`config.mk`:
```
export PLATFORM = sky130hd
export DESIGN_NAME = dsp_exec_stage
export DESIGN_NICKNAME = d
export VERILOG_FILES = /design/src/rtl/dsp_pkg.sv /design/src/rtl/dsp_sat.sv /design/src/rtl/dsp_exec_stage.sv
export SDC_FILE = /design/constraint.sdc
export NUM_CORES = 2
export LEC_CHECK = 0
export ABC_CLOCK_PERIOD_IN_PS = 11000
export BUFFER_PORTS_ARGS = -buffer_cell sky130_fd_sc_hd__buf_2
export CORE_ASPECT_RATIO = 0.8
export CORE_MARGIN = 5
export CORE_UTILIZATION = 40
export CTS_CLUSTER_SIZE = 30
export DETAILED_ROUTE_END_ITERATION = 6
export PLACE_DENSITY = 0.66
export SLEW_MARGIN = 20
export SYNTH_ARGS = -nofsm -noshare
export SYNTH_HDL_FRONTEND = slang
export SYNTH_SLANG_ARGS = --single-unit
```
`constraint.sdc`:
```
create_clock -name clk -period 11 [get_ports clk]
set_clock_uncertainty 0.1 [all_clocks]
set_input_delay 1.1 -clock clk [delete_from_list [all_inputs] [get_ports clk]]
set_output_delay 1.1 -clock clk [all_outputs]
set_load 0.02 [all_outputs]
```
`src/rtl/dsp_pkg.sv`:
```
// Shared definitions for the DSP execute stage: widths, opcode encoding,
// saturation limits and a helper telling which opcodes write the register file.
package dsp_pkg;

    localparam int DATA_W = 32;
    localparam int ACC_W  = 40;
    localparam int REG_N  = 16;
    localparam int REG_AW = 4;

    localparam logic [DATA_W-1:0] SAT32_MAX = {1'b0, {(DATA_W-1){1'b1}}};
    localparam logic [DATA_W-1:0] SAT32_MIN = {1'b1, {(DATA_W-1){1'b0}}};
    localparam logic [ACC_W-1:0]  ACC_MAX   = {1'b0, {(ACC_W-1){1'b1}}};
    localparam logic [ACC_W-1:0]  ACC_MIN   = {1'b1, {(ACC_W-1){1'b0}}};

    typedef enum logic [2:0] {
        OP_NOP    = 3'd0,
        OP_ADD    = 3'd1,
        OP_SUB    = 3'd2,
        OP_MUL    = 3'd3,
        OP_MAC    = 3'd4,
        OP_MACW   = 3'd5,
        OP_RDACC  = 3'd6,
        OP_CLRACC = 3'd7
    } op_e;

    // Opcodes that produce a register-file write (still gated by rd != 0).
    function automatic logic op_writes(input op_e o);
        return (o == OP_ADD) || (o == OP_SUB) || (o == OP_MUL) ||
               (o == OP_MACW) || (o == OP_RDACC);
    endfunction

endpackage

```
`src/rtl/dsp_sat.sv`:
```
// Combinational signed clamp from IN_W bits down to OUT_W bits.
//   value_i : signed input (IN_W bits, IN_W > OUT_W)
//   value_o : input clamped to the signed OUT_W range
//   ovf_o   : 1 when clamping occurred
module dsp_sat #(
    parameter int IN_W  = 41,
    parameter int OUT_W = 40
) (
    input  logic [IN_W-1:0]  value_i,
    output logic [OUT_W-1:0] value_o,
    output logic             ovf_o
);

    localparam logic [OUT_W-1:0] MAX_V = {1'b0, {(OUT_W-1){1'b1}}};
    localparam logic [OUT_W-1:0] MIN_V = {1'b1, {(OUT_W-1){1'b0}}};

    // The value fits iff every bit from the input sign down to the output
    // sign position agrees.
    logic [IN_W-OUT_W:0] top_bits;
    assign top_bits = value_i[IN_W-1:OUT_W-1];
    assign ovf_o    = !((&top_bits) || !(|top_bits));
    assign value_o  = ovf_o ? (value_i[IN_W-1] ? MIN_V : MAX_V)
                            : value_i[OUT_W-1:0];

endmodule

```
`src/rtl/dsp_exec_stage.sv`:
```
// Two-stage execute pipeline (E1 operand register, E2 write-back register)
// with a 40-bit saturating accumulator and RAW interlock against in-flight
// destinations (the register file has no bypass).
//   clk, rst_n           : clock, async active-low reset
//   in_valid / in_ready  : issue handshake; in_ready drops on a RAW hazard
//   op, ra, rb, rd, a, b : opcode, source/destination indices, operands
//   wb_we/wb_rw/wb_wdata : register-file write port (captured next edge)
//   acc_out, sat_flag    : accumulator and sticky saturation flag
//   pend_mask            : one bit per register with a write in flight
module dsp_exec_stage
    import dsp_pkg::*;
(
    input  logic              clk,
    input  logic              rst_n,
    input  logic              in_valid,
    output logic              in_ready,
    input  logic [2:0]        op,
    input  logic [REG_AW-1:0] ra,
    input  logic [REG_AW-1:0] rb,
    input  logic [REG_AW-1:0] rd,
    input  logic [DATA_W-1:0] a,
    input  logic [DATA_W-1:0] b,
    output logic              wb_we,
    output logic [REG_AW-1:0] wb_rw,
    output logic [DATA_W-1:0] wb_wdata,
    output logic [ACC_W-1:0]  acc_out,
    output logic              sat_flag,
    output logic [REG_N-1:0]  pend_mask
);

    // E1 stage
    logic              e1_valid_q;
    op_e               e1_op_q;
    logic [REG_AW-1:0] e1_rd_q;
    logic [DATA_W-1:0] e1_a_q, e1_b_q;
    // E2 stage
    logic              wb_we_q, wb_we_d;
    logic [REG_AW-1:0] wb_rw_q;
    logic [DATA_W-1:0] wb_wdata_q, wb_wdata_d;
    // Accumulator
    logic [ACC_W-1:0]  acc_q, acc_d;
    logic              sat_q, sat_d;

    logic              hz;
    logic              e1_writes;

    assign e1_writes = e1_valid_q && op_writes(e1_op_q) && (e1_rd_q != '0);

    genvar gi;
    generate
        for (gi = 0; gi < REG_N; gi++) begin : g_pend
            if (gi == 0) begin : g_r0
                assign pend_mask[gi] = 1'b0;
            end else begin : g_rn
                assign pend_mask[gi] = (e1_writes && (e1_rd_q == REG_AW'(gi))) ||
                                       (wb_we_q   && (wb_rw_q == REG_AW'(gi)));
            end
        end
    endgenerate

    assign hz       = ((ra != '0) && pend_mask[ra]) || ((rb != '0) && pend_mask[rb]);
    assign in_ready = !hz;

    // Low half of a product is the same for signed and unsigned operands.
    logic [DATA_W-1:0] mul_lo;
    assign mul_lo = e1_a_q * e1_b_q;

    logic signed [DATA_W-1:0] mac_a, mac_b, mac_prod;
    assign mac_a    = DATA_W'($signed(e1_a_q[15:0]));
    assign mac_b    = DATA_W'($signed(e1_b_q[15:0]));
    assign mac_prod = mac_a * mac_b;

    // One guard bit so the sum cannot wrap before it is clamped.
    logic [ACC_W:0]   acc_sum;
    logic [ACC_W-1:0] acc_mac;
    logic             acc_ovf;
    assign acc_sum = {acc_q[ACC_W-1], acc_q} +
                     {{(ACC_W+1-DATA_W){mac_prod[DATA_W-1]}}, mac_prod};

    dsp_sat #(.IN_W(ACC_W+1), .OUT_W(ACC_W)) u_sat_acc (
        .value_i (acc_sum),
        .value_o (acc_mac),
        .ovf_o   (acc_ovf)
    );

    // MACW narrows the freshly accumulated value; RDACC the stored one.
    logic [ACC_W-1:0]  s32_in;
    logic [DATA_W-1:0] s32_val;
    logic              s32_ovf;
    assign s32_in = (e1_op_q == OP_MACW) ? acc_mac : acc_q;

    dsp_sat #(.IN_W(ACC_W), .OUT_W(DATA_W)) u_sat_32 (
        .value_i (s32_in),
        .value_o (s32_val),
        .ovf_o   (s32_ovf)
    );

    always_comb begin
        acc_d      = acc_q;
        sat_d      = sat_q;
        wb_wdata_d = '0;
        wb_we_d    = e1_writes;
        if (e1_valid_q) begin
            case (e1_op_q)
                OP_ADD:  wb_wdata_d = e1_a_q + e1_b_q;
                OP_SUB:  wb_wdata_d = e1_a_q - e1_b_q;
                OP_MUL:  wb_wdata_d = mul_lo;
                OP_MAC: begin
                    acc_d = acc_mac;
                    sat_d = sat_q | acc_ovf;
                end
                OP_MACW: begin
                    acc_d      = acc_mac;
                    sat_d      = sat_q | acc_ovf | s32_ovf;
                    wb_wdata_d = s32_val;
                end
                OP_RDACC: begin
                    sat_d      = sat_q | s32_ovf;
                    wb_wdata_d = s32_val;
                end
                OP_CLRACC: begin
                    acc_d = '0;
                    sat_d = 1'b0;
                end
                default: ;
            endcase
        end
    end

    always_ff @(posedge clk or negedge rst_n) begin
        if (!rst_n) begin
            e1_valid_q <= 1'b0;
            e1_op_q    <= OP_NOP;
            e1_rd_q    <= '0;
            e1_a_q     <= '0;
            e1_b_q     <= '0;
            wb_we_q    <= 1'b0;
            wb_rw_q    <= '0;
            wb_wdata_q <= '0;
            acc_q      <= '0;
            sat_q      <= 1'b0;
        end else begin
            e1_valid_q <= in_valid && !hz;
            e1_op_q    <= op_e'(op);
            e1_rd_q    <= rd;
            e1_a_q     <= a;
            e1_b_q     <= b;
            wb_we_q    <= wb_we_d;
            wb_rw_q    <= e1_rd_q;
            wb_wdata_q <= wb_wdata_d;
            acc_q      <= acc_d;
            sat_q      <= sat_d;
        end
    end

    assign wb_we    = wb_we_q;
    assign wb_rw    = wb_rw_q;
    assign wb_wdata = wb_wdata_q;
    assign acc_out  = acc_q;
    assign sat_flag = sat_q;

endmodule

```
# After elaboration in Yosys (flattened, before gate mapping)
# Index checks and enable logic that the tools add are counted.
[totals] word_cells=145 output_inout_bits=95 ff_bits=150 input_bits=82
[op_classes] n_mux=13 magnitude_cmp=2 bitwise=3 reduce_logical=75 add_sub_neg=3 multipliers=2 n_eq_ne=37
[op_table] cell="$pmux 32 s4" count=1
[op_table] cell="$mux 40" count=3
[op_table] cell="$mux 32" count=3
[op_table] cell="$pmux 40 s2" count=1
[op_table] cell="$eq 4x4->1 const B" count=16
[op_table] cell="$add 40x32->41" count=1
[op_table] cell="$logic_and 1x1->1" count=35
[op_table] cell="$add 32x32->32" count=1
[op_table] cell="$eq 4x3->1 const B" count=8
[op_table] cell="$mul 16x16->32" count=1
[op_table] cell="$mul 32x32->32" count=1
[op_table] cell="$sub 32x32->32" count=1
[op_table] cell="$logic_or 1x1->1" count=22
[op_table] cell="$eq 4x2->1 const B" count=4
[op_table] cell="$reduce_bool 4->1" count=4
[op_table] cell="$eq 3x3->1 const B" count=4
[op_table] cell="$lt 4x5->1 const B" count=2
[op_table] cell="$reduce_and 9->1" count=1
[op_table] cell="$reduce_or 9->1" count=1
[op_table] cell="$bmux 1 s4" count=2
[op_table] cell="$eq 4x1->1 const B" count=2
[op_table] cell="$eq 3x2->1 const B" count=2
[op_table] cell="$reduce_and 2->1" count=3
[op_table] cell="$reduce_or 2->1" count=3
[op_table] cell="other kinds (6)" count=13

# Logic depth before layout (Yosys ltp)
[logic_depth] ltp_word=15 ltp_mapped=39 mapped_depth_nobuf=35

# Cells and area by module
# Synthesis repeated with hierarchy kept, for this count alone.
[hier_totals] hier_cells=3711 area_unflattened_um2=35561.6
[modules_own_cells] module="dsp_exec_stage" area_per_inst_um2=34596.9 seq_area_each_um2=3753.6 instances=1 cells_per_inst=3572
[modules_own_cells] module="dsp_sat at u_sat_32" area_per_inst_um2=564.3 seq_area_each_um2=0.0 instances=1 cells_per_inst=85
[modules_own_cells] module="dsp_sat at u_sat_acc" area_per_inst_um2=400.4 seq_area_each_um2=0.0 instances=1 cells_per_inst=54

# Least setup slack after synthesis
# No wires, ideal clock.
[synth_timing] path_kind="reg2reg" start="reg e1_a_q[15]" end="reg wb_wdata_q[10] (netlist: wb_wdata[10])" path_buffers=6 setup_time_ps=84 arrival_time_ps=8866 slack_ps=1950 t_required_ps=10816 synth_period_minus_slack_ps=9050 path_stages_with_launch=39 cell_sequence="dfrtp_1 > clkbuf_1 > clkbuf_1 > nand2_1 > inv_1 > fa_1 > fa_1 > inv_1 > fa_1 > inv_1 > fa_1 > fa_1 > inv_1 > fa_1 > inv_1 > ha_1 > clkbuf_1 > a21o_1 > [... 3 more ...] > a31oi_1 > o21bai_1 > a21o_1 > a21o_1 > a21oi_1 > xnor2_1 > ha_1 > clkbuf_1 > nand3_1 > nor3_1 > a2111oi_4 > o21ai_1 > o21ba_1 > o32ai_2 > or3b_1 > buf_6 > buf_12 > a31oi_2"
[synth_between] elab_chain_len=13 elab_cells_between_ends=17 classes_between="add/sub: 1; mul: 1; mux: 7; reduce/logical: 8"
[synth_rtl] element="from (decl)" line="dsp_exec_stage.sv:35" source="logic [DATA_W-1:0] e1_a_q, e1_b_q;"
[synth_rtl] element="from (signal assigned)" line="dsp_exec_stage.sv:135" source="e1_a_q <= '0;"
[synth_rtl] element="from (signal assigned)" line="dsp_exec_stage.sv:146" source="e1_a_q <= a;"
[synth_rtl] element="$mul 16x16->32 (*)" line="dsp_exec_stage.sv:71" source="assign mac_prod = mac_a * mac_b;"
[synth_rtl] element="$add 40x32->41 (*)" line="dsp_exec_stage.sv:77" source="assign acc_sum = {acc_q[ACC_W-1], acc_q} +"
[synth_rtl] element="$reduce_or 2->1" line="dsp_sat.sv:21" source="assign ovf_o = !((&top_bits) || !(|top_bits));"
[synth_rtl] element="$logic_not 1->1" line="dsp_sat.sv:21"
[synth_rtl] element="$logic_or 1x1->1" line="dsp_sat.sv:21"
[synth_rtl] element="$mux 40 (*)" line="dsp_sat.sv:22" source="assign value_o = ovf_o ? (value_i[IN_W-1] ? MIN_V : MAX_V)"
[synth_rtl] element="$mux 40 (*)" line="dsp_exec_stage.sv:90" source="assign s32_in = (e1_op_q == OP_MACW) ? acc_mac : acc_q;"
[synth_rtl] element="$reduce_or 9->1" line="dsp_sat.sv:21"
[synth_rtl] element="$logic_not 1->1" line="dsp_sat.sv:21"
[synth_rtl] element="$logic_or 1x1->1" line="dsp_sat.sv:21"
[synth_rtl] element="$mux 32 (*)" line="dsp_sat.sv:22"
[synth_rtl] element="$pmux 32 s4 (*)" line="dsp_exec_stage.sv:104" source="case (e1_op_q)"
[synth_rtl] element="$mux 32 (*)" line="dsp_exec_stage.sv:103" source="if (e1_valid_q) begin"
[synth_rtl] element="named net wb_wdata_d[10]" line="dsp_exec_stage.sv:39" source="logic [DATA_W-1:0] wb_wdata_q, wb_wdata_d;"
[synth_rtl] element="to (signal assigned)" line="dsp_exec_stage.sv:150" source="wb_wdata_q <= wb_wdata_d;"
[synth_rtl] element="to (decl)" line="dsp_exec_stage.sv:39"
# The timed path passes the listed nets; every way through them passes the cells marked *.
# A chain may end at the register's enable or synchronous reset.

# Final worst setup path
[layout_timing] start="reg e1_a_q[15]" end="reg wb_wdata_q[13] (netlist: wb_wdata[13])"
# Same word-level chain as after synthesis.

==> summary.md <==
| Metric | Value |
|---|---|
| Top FF cell, synth | dfrtp_1 |
| Top-level I/O count | 177 |
| Commonest cells in the netlist | 993 x inv_1, 743 x fa_1, 396 x nand2_1, 275 x ha_1, 243 x and2_1 |
| Synthesis-stage register bit count | 150 |
| Worst-Margin Slew | around 1.2 ns |
| Mapped Area | between 30,000 and 40,000 um^2 |
| Hold Path Depth | 0 |
| GP Congestion | 0.970 |
| Mapped Cells | 3,943 |
| Final Util | 0.432 |
| Initial DRT Pass Iterations | 5 |
| Postcts setup bufs | 0 |
| TritonCTS buffer count | 17 |
| GRT Resource Usage Total | 0.233 |
| DRC Markers | 0 |
| Yosys warning count | 0 |
| Unrepaired setup endpoints after global routing | false |
| Register clock-pin slew on the reported worst setup and hold paths | roughly 0.08 ns |
| Area contributors post-synth | fa_1 41%, dfrtp_1 10%, inv_1 10%, ha_1 9.4%, and2_1 4.2% |
| Worst Hold Class | flop to flop |
| H-tree Lvls | 4 |
| Worst hold path startpoint | e1_rd_q[0] |
| Area growth, synth to finish | 7.68% |
| Final min period | about 10 ns |
| Status | completed |
| Antenna Nets Post-Route | 0 |
| Setup Viol. Count Final | 0 |
| CTS hold repair buffers | 0 |
| Core area | just over 90,000 um^2 |
| CP Max Fanout | 31 |
| Total area of sequential cells | 3750 um^2 |
| Initial antenna violation count | 7 |
| Flop2flop setup slack | a little over 0.9 ns |
| DRT Wirelength | 111,000 um |
| Vias in the first global route | 28,900 |
| Unique masters post-synth | 91 |
| Layout cells sized above 1 | 0.0848 |
| Endpoint type of the worst setup path | flop |
| Syn Nets | 5,043 |
| Die area | approximately 97,000 um^2 |
| Count leader, synth | inv_1 |
| Final Hold Fails | 0 |
| Dpl ws | ~0.99 ns |
| Multi-input combinational cell area | between 20,000 and 30,000 um^2 |
| Die Wd | around 350 um |
| Vias | approximately 28,000 |
| Initial Util | 0.401 |
| Mean Syn Cell Area | 9.24 um^2 |
| IO buf count | 175 |
| R2r worst-path depth | 34 |
| Nets | just over 5,000 |
| Max clock buf depth | 2 |
| Max-cap viol count | 0 |
| Critical Path RT | around 11 ns |
| Fin crit share | 0.916 |
| Post-Layout Inst Area | a little under 40,000 um^2 |
| Setup_tns | 0 ns |
| CP max stage cell | fa_1 |
| Worst slew margin | 0.229 |
| Synth top area share | 0.408 |
| CTS sink cnt | 150 |
| Drt wl/cell | 21.0 um |
| Slew Limit Fails | 0 |
| Critical R2R Launch | e1_a_q[15] |
| Largest net degree at the start of global routing | 69 |
| CTS Root Cell | clkbuf_16 |
| R2R Path End | wb_wdata[13] |
| Final HPWL DP | between 90,000 and 100,000 um |
| Post-synth EDFFs | 0 |
| Critical path class | flop to flop |
| First-pass GRT wire length | 174,000 um |
| CP Launch Type | flop |
| Setup WS post-layout | between 0.9 and 1 ns |
| Worst Hold Endpoint | wb_rw[0] |
| 1st-iter DRT viols | roughly 2,300 |
| CTS tree | yes |
| Global route total overflow | 0 |
| Post-synthesis async set-or-reset flop share | 1.00 |
| Cell taking the most area after synthesis | fa_1 |
| Fillers | between 8,000 and 9,000 |
| Dpl cell area | between 30,000 and 40,000 um^2 |
| Routed vias/inst | about 5.3 |
| Fmax | 99.2 MHz |
| Post-CTS sizing | 0 |
| Rows | 99 |
| Height of the die | roughly 280 um |
| Critical path arrival | 10.34 ns |
| Worst-Skew Late Latency | roughly 0.53 ns |
| Sequential cell area fraction in the yosys report | 0.103 |
| Crit-path max cell delay | about 0.67 ns |
## per-stage QoR
| stage | instances | hold slack (ns) |
|---|---|---|
| final | 5259 | 0.332 |
| after global routing | 5258 | 0.366 |
| after CTS | 5258 | 0.336 |
| after detailed placement | 5226 | 0.322 |
| after global placement | 5226 | 0.314 |
| after floorplan | 3943 | 0.300 |
## cell families after synthesis
family                     share of synthesized area
adders and majority gates                      0.503
and+or+nand+nor                                0.125
AOI/OAI and AO/OA                              0.101
xor gates and xnor gates                      0.0416
DFF                                            0.103
muxes                                        0.00543
other                                       0.000103
buffers and inverters                          0.121
## state kept, by name, summed over array words and instances (netlist names)
name,flops
acc_out,40
e1_a_q,32
e1_b_q,32
wb_wdata,32
e1_rd_q,4
wb_rw,4
e1_op_q,3
e1_valid_q,1
sat_flag,1
wb_we,1
## routing by layer
layer	vias to the layer above	GRT usage	part of all wire
met5	-	0	0
met4	0	0.0582	0.028
met3	188	0.0546	0.091
met2	1229	0.355	0.44
met1	14200	0.338	0.44
li1	12200	-	-
## worst max-delay path, delay by kind of cell (launching register included)
kind	cells	cell delay (ns)
adders and majority gates	8	4.21
AOI/OAI and AO/OA	12	2.67
buffers and inverters	9	1.64
and+or+nand+nor	4	0.63
DFF	1	0.39
xor gates and xnor gates	1	0.25
## placed cells by master (no fill, tap or decap), types with 56 or more instances in the layout
cell type and n:
and2_1 242, inv_1 993, o21ai_0 95, nor2_1 98, ha_1 275, nand2_1 395
dfrtp_1 149, xnor2_1 117, a21oi_1 99, buf_2 174, buf_4 58, fa_1 743
xor2_1 56
## worst max path at each step
stage | start | endpoint | slack, ns
after global placement | e1_a_q[15] | wb_wdata[13] | 1.26
final | e1_a_q[15] | wb_wdata[13] | 0.92
after floorplan | e1_a_q[15] | wb_wdata[10] | 1.95
after detailed placement | e1_a_q[15] | wb_wdata[13] | 0.99
after CTS | e1_a_q[15] | wb_wdata[13] | 0.95
after global routing | e1_a_q[15] | wb_wdata[13] | 0.27
## final cells by class
type                    count  area share
diodes                      1   0.0000638
clock buffers              21      0.0112
clock inverters            11     0.00383
inverters                 994      0.0951
multi-input cells        2636       0.721
flip-flops and latches    150      0.0957
well taps                1212      0.0387
repair buffers            234      0.0341
Power is left out: the tool's default activity adds up to more than one toggle a clock period on the data nets, which glitch-free logic cannot reach.
